## src/rtl/pdm_tx_pkg.sv

```systemverilog
// Shared types, widths and header packing for the pdm_pkt_tx packet transmitter.
package pdm_tx_pkg;

    localparam int unsigned PDM_LEN_W   = 6;
    localparam int unsigned PDM_DEST_W  = 2;
    localparam int unsigned PDM_MAX_LEN = 63;
    localparam int unsigned PDM_BYTE_W  = 8;

    typedef enum logic [2:0] {
        S_IDLE,
        S_GAP,
        S_HDR,
        S_PAYLOAD,
        S_WAIT_ACK
    } pdm_tx_state_e;

    typedef struct packed {
        logic [PDM_LEN_W-1:0]  len;
        logic [PDM_DEST_W-1:0] dest;
    } pdm_cmd_t;

    // Header byte is {len, dest}.
    function automatic logic [PDM_BYTE_W-1:0] pdm_pack_hdr(input pdm_cmd_t cmd);
        return PDM_BYTE_W'({cmd.len, cmd.dest});
    endfunction

endpackage

```

## src/rtl/pdm_tx_buf.sv

```systemverilog
// 63x8 payload buffer: append-only writes, rewindable read pointer, bulk clear.
module pdm_tx_buf
    import pdm_tx_pkg::*;
(
    input  logic                  clk,
    input  logic                  reset,
    input  logic                  wr_en,
    input  logic [PDM_BYTE_W-1:0] wr_data,
    input  logic                  rd_en,
    input  logic                  rewind,
    input  logic                  clear,
    output logic [PDM_BYTE_W-1:0] rd_data,
    output logic [PDM_LEN_W-1:0]  count,
    output logic                  full
);

    logic [PDM_BYTE_W-1:0] mem [PDM_MAX_LEN];
    logic [PDM_LEN_W-1:0]  wr_ptr;
    logic [PDM_LEN_W-1:0]  rd_ptr;
    logic                  wr_ok;

    assign wr_ok   = wr_en & ~full;
    assign rd_data = mem[rd_ptr];
    assign count   = wr_ptr;

    // Clear wins over a same-cycle write so late loads are discarded.
    always_ff @(posedge clk or posedge reset) begin
        if (reset) begin
            wr_ptr <= '0;
            rd_ptr <= '0;
            full   <= 1'b0;
        end else if (clear) begin
            wr_ptr <= '0;
            rd_ptr <= '0;
            full   <= 1'b0;
        end else begin
            if (wr_ok) begin
                wr_ptr <= wr_ptr + PDM_LEN_W'(1);
                full   <= (wr_ptr == PDM_LEN_W'(PDM_MAX_LEN - 1));
            end
            if (rewind) begin
                rd_ptr <= '0;
            end else if (rd_en) begin
                rd_ptr <= rd_ptr + PDM_LEN_W'(1);
            end
        end
    end

    always_ff @(posedge clk) begin
        if (wr_ok && !clear) begin
            mem[wr_ptr] <= wr_data;
        end
    end

endmodule

```

## src/rtl/pdm_pkt_tx.sv

```systemverilog
// Frames buffered payload as header + bytes onto bnd_plse/data_in and waits for ack.
// Optional retransmission on ack timeout is compiled in with PDM_TX_RETRY_EN.
module pdm_pkt_tx
    import pdm_tx_pkg::*;
#(
    parameter int unsigned ACK_TIMEOUT = 32,
    parameter int unsigned MAX_RETRY   = 3,
    parameter int unsigned GAP         = 2
) (
    input  logic                  clk,
    input  logic                  reset,
    input  logic                  load_valid,
    input  logic [PDM_BYTE_W-1:0] load_data,
    output logic                  load_full,
    input  logic                  cmd_valid,
    input  logic [PDM_DEST_W-1:0] cmd_dest,
    input  logic [PDM_LEN_W-1:0]  cmd_len,
    output logic                  cmd_ready,
    output logic                  bnd_plse,
    output logic [PDM_BYTE_W-1:0] data_in,
    input  logic                  ack,
    output logic                  busy,
    output logic                  done,
    output logic                  err
);

    localparam int unsigned WAIT_W = $clog2(ACK_TIMEOUT);
    localparam int unsigned GAP_W  = (GAP > 1) ? $clog2(GAP) : 1;

    if (GAP < 1 || ACK_TIMEOUT < 2 || MAX_RETRY > 255) begin : g_param_check
        $error("pdm_pkt_tx: GAP, ACK_TIMEOUT or MAX_RETRY out of range");
    end

    pdm_tx_state_e         state, state_n;
    pdm_cmd_t              cmd_q, cmd_n;
    logic [GAP_W-1:0]      gap_cnt, gap_cnt_n;
    logic [WAIT_W-1:0]     wait_cnt, wait_cnt_n;
    logic [PDM_LEN_W-1:0]  idx, idx_n;
    logic [PDM_BYTE_W-1:0] data_n;
    logic                  bnd_n, done_n, err_n;
    logic                  buf_rd, buf_rewind, buf_clear;
    logic [PDM_BYTE_W-1:0] buf_rd_data;
    logic [PDM_LEN_W-1:0]  buf_count;
    logic                  cmd_bad;

`ifdef PDM_TX_RETRY_EN
    localparam int unsigned RETRY_W = (MAX_RETRY > 0) ? $clog2(MAX_RETRY + 1) : 1;
    logic [RETRY_W-1:0] retry_cnt, retry_cnt_n;
`endif

    pdm_tx_buf u_buf (
        .clk     (clk),
        .reset   (reset),
        .wr_en   (load_valid),
        .wr_data (load_data),
        .rd_en   (buf_rd),
        .rewind  (buf_rewind),
        .clear   (buf_clear),
        .rd_data (buf_rd_data),
        .count   (buf_count),
        .full    (load_full)
    );

    assign cmd_ready = (state == S_IDLE);
    assign cmd_bad   = (cmd_len == '0) || (cmd_len > buf_count);

    // Next state plus next values of the registered outputs.
    always_comb begin
        state_n    = state;
        cmd_n      = cmd_q;
        gap_cnt_n  = gap_cnt;
        wait_cnt_n = wait_cnt;
        idx_n      = idx;
        data_n     = '0;
        bnd_n      = 1'b0;
        done_n     = 1'b0;
        err_n      = 1'b0;
        buf_rd     = 1'b0;
        buf_rewind = 1'b0;
        buf_clear  = 1'b0;
`ifdef PDM_TX_RETRY_EN
        retry_cnt_n = retry_cnt;
`endif
        case (state)
            S_IDLE: begin
                if (cmd_valid) begin
                    if (cmd_bad) begin
                        err_n = 1'b1;
                    end else begin
                        cmd_n     = '{len: cmd_len, dest: cmd_dest};
                        gap_cnt_n = '0;
                        state_n   = S_GAP;
                    end
                end
            end
            S_GAP: begin
                if (gap_cnt == GAP_W'(GAP - 1)) begin
                    data_n  = pdm_pack_hdr(cmd_q);
                    bnd_n   = 1'b1;
                    state_n = S_HDR;
                end else begin
                    gap_cnt_n = gap_cnt + GAP_W'(1);
                end
            end
            S_HDR: begin
                data_n  = buf_rd_data;
                bnd_n   = (cmd_q.len == PDM_LEN_W'(1));
                buf_rd  = 1'b1;
                idx_n   = PDM_LEN_W'(1);
                state_n = S_PAYLOAD;
            end
            S_PAYLOAD: begin
                if (idx == cmd_q.len) begin
                    wait_cnt_n = '0;
                    state_n    = S_WAIT_ACK;
                end else begin
                    data_n = buf_rd_data;
                    bnd_n  = ((idx + PDM_LEN_W'(1)) == cmd_q.len);
                    buf_rd = 1'b1;
                    idx_n  = idx + PDM_LEN_W'(1);
                end
            end
            S_WAIT_ACK: begin
                if (ack) begin
                    done_n    = 1'b1;
                    buf_clear = 1'b1;
                    state_n   = S_IDLE;
`ifdef PDM_TX_RETRY_EN
                    retry_cnt_n = '0;
`endif
                end else if (wait_cnt == WAIT_W'(ACK_TIMEOUT - 1)) begin
`ifdef PDM_TX_RETRY_EN
                    if (retry_cnt < RETRY_W'(MAX_RETRY)) begin
                        retry_cnt_n = retry_cnt + RETRY_W'(1);
                        buf_rewind  = 1'b1;
                        gap_cnt_n   = '0;
                        state_n     = S_GAP;
                    end else begin
                        err_n       = 1'b1;
                        buf_clear   = 1'b1;
                        retry_cnt_n = '0;
                        state_n     = S_IDLE;
                    end
`else
                    err_n     = 1'b1;
                    buf_clear = 1'b1;
                    state_n   = S_IDLE;
`endif
                end else begin
                    wait_cnt_n = wait_cnt + WAIT_W'(1);
                end
            end
            default: state_n = S_IDLE;
        endcase
    end

    always_ff @(posedge clk or posedge reset) begin
        if (reset) begin
            state    <= S_IDLE;
            cmd_q    <= '0;
            gap_cnt  <= '0;
            wait_cnt <= '0;
            idx      <= '0;
            bnd_plse <= 1'b0;
            data_in  <= '0;
            busy     <= 1'b0;
            done     <= 1'b0;
            err      <= 1'b0;
        end else begin
            state    <= state_n;
            cmd_q    <= cmd_n;
            gap_cnt  <= gap_cnt_n;
            wait_cnt <= wait_cnt_n;
            idx      <= idx_n;
            bnd_plse <= bnd_n;
            data_in  <= data_n;
            busy     <= (state_n != S_IDLE);
            done     <= done_n;
            err      <= err_n;
        end
    end

`ifdef PDM_TX_RETRY_EN
    always_ff @(posedge clk or posedge reset) begin
        if (reset) begin
            retry_cnt <= '0;
        end else begin
            retry_cnt <= retry_cnt_n;
        end
    end
`endif

endmodule

```

## config.mk

```make
export PLATFORM = sky130hd
export DESIGN_NAME = pdm_pkt_tx
export DESIGN_NICKNAME = d
export VERILOG_FILES = /design/src/rtl/pdm_tx_pkg.sv /design/src/rtl/pdm_tx_buf.sv /design/src/rtl/pdm_pkt_tx.sv
export SDC_FILE = /design/constraint.sdc
export NUM_CORES = 1
export LEC_CHECK = 0
export CORE_ASPECT_RATIO = 2
export CORE_MARGIN = 2
export CORE_UTILIZATION = 50
export CTS_CLUSTER_SIZE = 10
export DETAILED_ROUTE_END_ITERATION = 8
export PLACE_DENSITY_LB_ADDON = 0.15
export SLEW_MARGIN = 20
export SYNTH_ARGS = -nofsm -noshare
export SYNTH_HDL_FRONTEND = slang
export SYNTH_HIERARCHICAL = 1
export SYNTH_SLANG_ARGS = --single-unit
```

## constraint.sdc

```tcl
create_clock -name clk -period 4.4 [get_ports clk]
set_input_delay 0.88 -clock clk [delete_from_list [all_inputs] [get_ports clk]]
set_output_delay 0.88 -clock clk [all_outputs]
set_load 0.01 [all_outputs]
```

==> summary.md <==
| Metric | Value |
|---|---|
| PD cells | `566 mW/mm^2` |
| Cells along the critical path | `ha_1, and3_1, ha_1, inv_1, a21oi_1, buf_4, nor3b_1, nand2_1, nor2_1` |
| First-pass GRT wire length | `78200 um` |
| DR pass1 iterations | `5` |
| GRT overflow | `0` |
| Largest net degree at the start of global routing | `61` |
| Die Area | `0.0461 mm^2` |
| Peak supply drop | `0.463 mV` |
| Post-Syn Area | `0.0221 mm^2` |
| Routed via count | `11400` |
| GP Congestion | `0.832` |
| CP peak stage delay | `0.72 ns` |
| # fillers | `3298` |
| Synthesized flop and latch total | `552` |
| Leak | `8.08 nW` |
| Synth cell types | `64` |
| Total wire length | `52900 um` |
| CP Max Fanout | `8` |
| RSZ-0062 raised after global routing | `no` |
| Syn. warnings | `6` |
| Die Width | `153 um` |
| Total Power | `14.1 mW` |
| Placed inst area | `0.0233 mm^2` |
| Final Hold Viols | `0` |
| Clk Latency, worst-skew pair | `0.59 ns` |
| CP Capture Type | `register` |
| # rows | `109` |
| CP Launch Type | `register` |
| Io pins | `35` |
| R2R depth | `9` |
| Req. time, crit path | `4.62 ns` |
| CTS Buf Count | `61` |
| FFs w/ async S/R, synth | `0.0870` |
| Final Net Count | `1302` |
| Synth-to-layout area growth | `12.9%` |
| Cell repeated most along the worst path | `ha_1` |
| Maximum level of the CTS H-tree | `2` |
| IO buf count | `34` |
| Post-Synthesis Cells | `1170` |
| Minimum clock period | `3.53 ns` |
| Largest delay contributor family on the critical path | `simple AND/OR/NAND/NOR gates` |
| Worst slew pin tran | `0.960 ns` |
| Tcrit/Tclk final | `0.803` |
| R2r setup slk | `0.87 ns` |
| Avg WL per Cell | `28.6 um` |
| DRC Markers | `0` |
| Path type of the worst setup path | `reg -> reg` |
| Vias per std cell | `6.15` |
| Vias in the first global route | `11700` |
| Crit path max-delay cell type | `nor2_1` |
| CTS tree | `built` |
| Final HPWL DP | `34100 um` |
| Synth Flop Type | `edfxtp_1` |
| Number of flops mapped to enable cells by yosys | `504` |
| Hold_buf cts | `0` |
| Hold WC Path Type | `reg -> reg` |
| Layout cell share with drive strength beyond 1 | `0.222` |
| WP buf/inv | `2` |
| Post-CTS Setup Inserts | `0` |
| Hold Path Cell Cnt | `1` |
| Clock Tree Buf Depth | `3` |
| Hold path endpoint | `data_in[0]` |
| Crit Reg-Reg Startpoint | `wait_cnt[0]` |
| CTS Sinks | `552` |
| Avg Synthesized Cell Area | `18.9 um^2` |
| Final antenna diode count | `0` |
| Worst clock skew | `0.0113 ns` |
| Post-synthesis sequential area ratio | `0.738` |
| Resize count post-CTS | `0` |
| Total GRT Usage | `0.232` |
| Root Driver | `clkbuf_16` |
| Crit path DAT | `3.75 ns` |
| Die H | `302 um` |
| Core area | `0.0439 mm^2` |
| Worst hold start | `cmd_q[0]` |
| Design Area, Final | `0.0250 mm^2` |
| Reg2reg end | `u_buf/mem[40][1]` |
| Highest Clock Rate | `283 MHz` |
| Slew Viols, Final | `0` |
| Setup Total Neg Slack | `0 ns` |
| DR iter-0 viols | `1171` |
| Antenna Nets Post-Route | `0` |
| Outcome | `completed` |
| Synth Net Count | `1203` |
| Headroom to the max-slew limit | `0.360` |
| Clock Pin Slew Worst Setup and Hold Paths | `0.05 ns` |
| Initial antenna violation count | `0` |
| Max_cap viols | `0` |
| Effective utilization at floorplan | `0.504` |
| Setup violations, final | `0` |
==> routing by layer <==
metal,up-vias,track usage,wire (um)
met4,0,0.0893,2040
met5,-,0,0
li1,4879,-,-
met1,5963,0.311,20700
met3,102,0.0343,3320
met2,440,0.388,26800
==> area by class of cell <==
type                            count  area [um^2]  area share
Tap cell                          555          694      0.0278
Sequential cell                   552        16300       0.654
Clock buffer                       87         1650      0.0659
Inverter                           19         71.3     0.00285
Clock inverter                      2         25.0     0.00100
Timing Repair Buffer               96          806      0.0323
Multi-Input combinational cell    539         5400       0.216
==> worst max-delay path by stage <==
stage,startpoint,endpoint,depth (start not counted)
after floorplan,wait_cnt[0],u_buf/mem[59][0],9
after global placement,load_valid,u_buf/mem[48][5],5
after detailed placement,load_valid,u_buf/mem[48][5],5
after CTS,wait_cnt[0],u_buf/mem[48][2],9
after global routing,wait_cnt[0],u_buf/mem[48][2],9
final,wait_cnt[0],u_buf/mem[40][1],9
==> sequential cells by signal, indices dropped and copies added, names as in the netlist, 3 cells and up <==
name and flops:
data_in 8, u_buf/mem 504, u_buf/rd_ptr 6, cmd_q 8, wait_cnt 5, u_buf/count 6
state 3, idx 6
==> power breakdown <==
part,internal (mW),total [mW],leakage [nW],switching (mW)
combinational,1.52,3.22,2.14,1.70
sequential,6.07,6.54,5.13,0.468
clock,2.54,4.38,0.805,1.84
total,10.1,14.1,8.08,4.01
==> synthesized netlist by cell type (7+ instances only) <==
master	count	area (um^2)
nand2b_1	10	62.6
xor2_1	9	78.8
nor2_1	99	372
or3_1	8	50.1
nand3_1	27	135
buf_6	8	90.1
xnor2_1	10	87.6
clkbuf_1	22	82.6
nor3_1	8	40.0
o22ai_1	17	106
a22o_1	8	70.1
edfxtp_1	504	15100
ha_1	12	150
nand2_1	51	191
buf_1	8	30.0
mux2i_1	30	300
dfrtp_1	48	1200
o21ai_0	18	90.1
nor2b_1	8	50.1
inv_1	18	67.6
buf_2	15	75.1
a21oi_1	8	40.0
mux2_2	15	169
nand4_1	7	43.8
mux4_2	119	2680
==> logic make-up after synthesis <==
family                     share of synthesized area
DFF                                            0.738
and+or+nand+nor                               0.0533
muxes                                          0.147
AOI/OAI and AO/OA                             0.0290
buffers and inverters                         0.0181
xor gates and xnor gates                     0.00752
adders and majority gates                    0.00678
other                                       0.000169
==> stage by stage <==
step / setup WS (ns) / std cells / util / hold WS, ns
finish: 0.868 / 1850 / 0.569 / 0.491
CTS: 0.906 / 1850 / 0.569 / 0.496
global route: 0.679 / 1850 / 0.569 / 0.510
floorplan: 1.74 / 1170 / - / 0.462
global placement: 0.608 / 1761 / 0.531 / 0.477
detailed placement: 0.503 / 1761 / 0.531 / 0.484
==> placed cells by master, fill, tap and decap left out, types with 18 or more instances in the layout <==
master | synthesis | routed
inv_1 | 18 | 18
clkdlybuf4s50_1 | 0 | 26
clkbuf_1 | 22 | 25
mux4_2 | 119 | 119
edfxtp_1 | 504 | 504
o21ai_0 | 18 | 18
nor2_1 | 99 | 99
buf_4 | 6 | 60
clkbuf_16 | 0 | 62
nand3_1 | 27 | 27
mux2i_1 | 30 | 30
nand2_1 | 51 | 51
dfrtp_1 | 48 | 44
(Power assumes the default switching activity.)
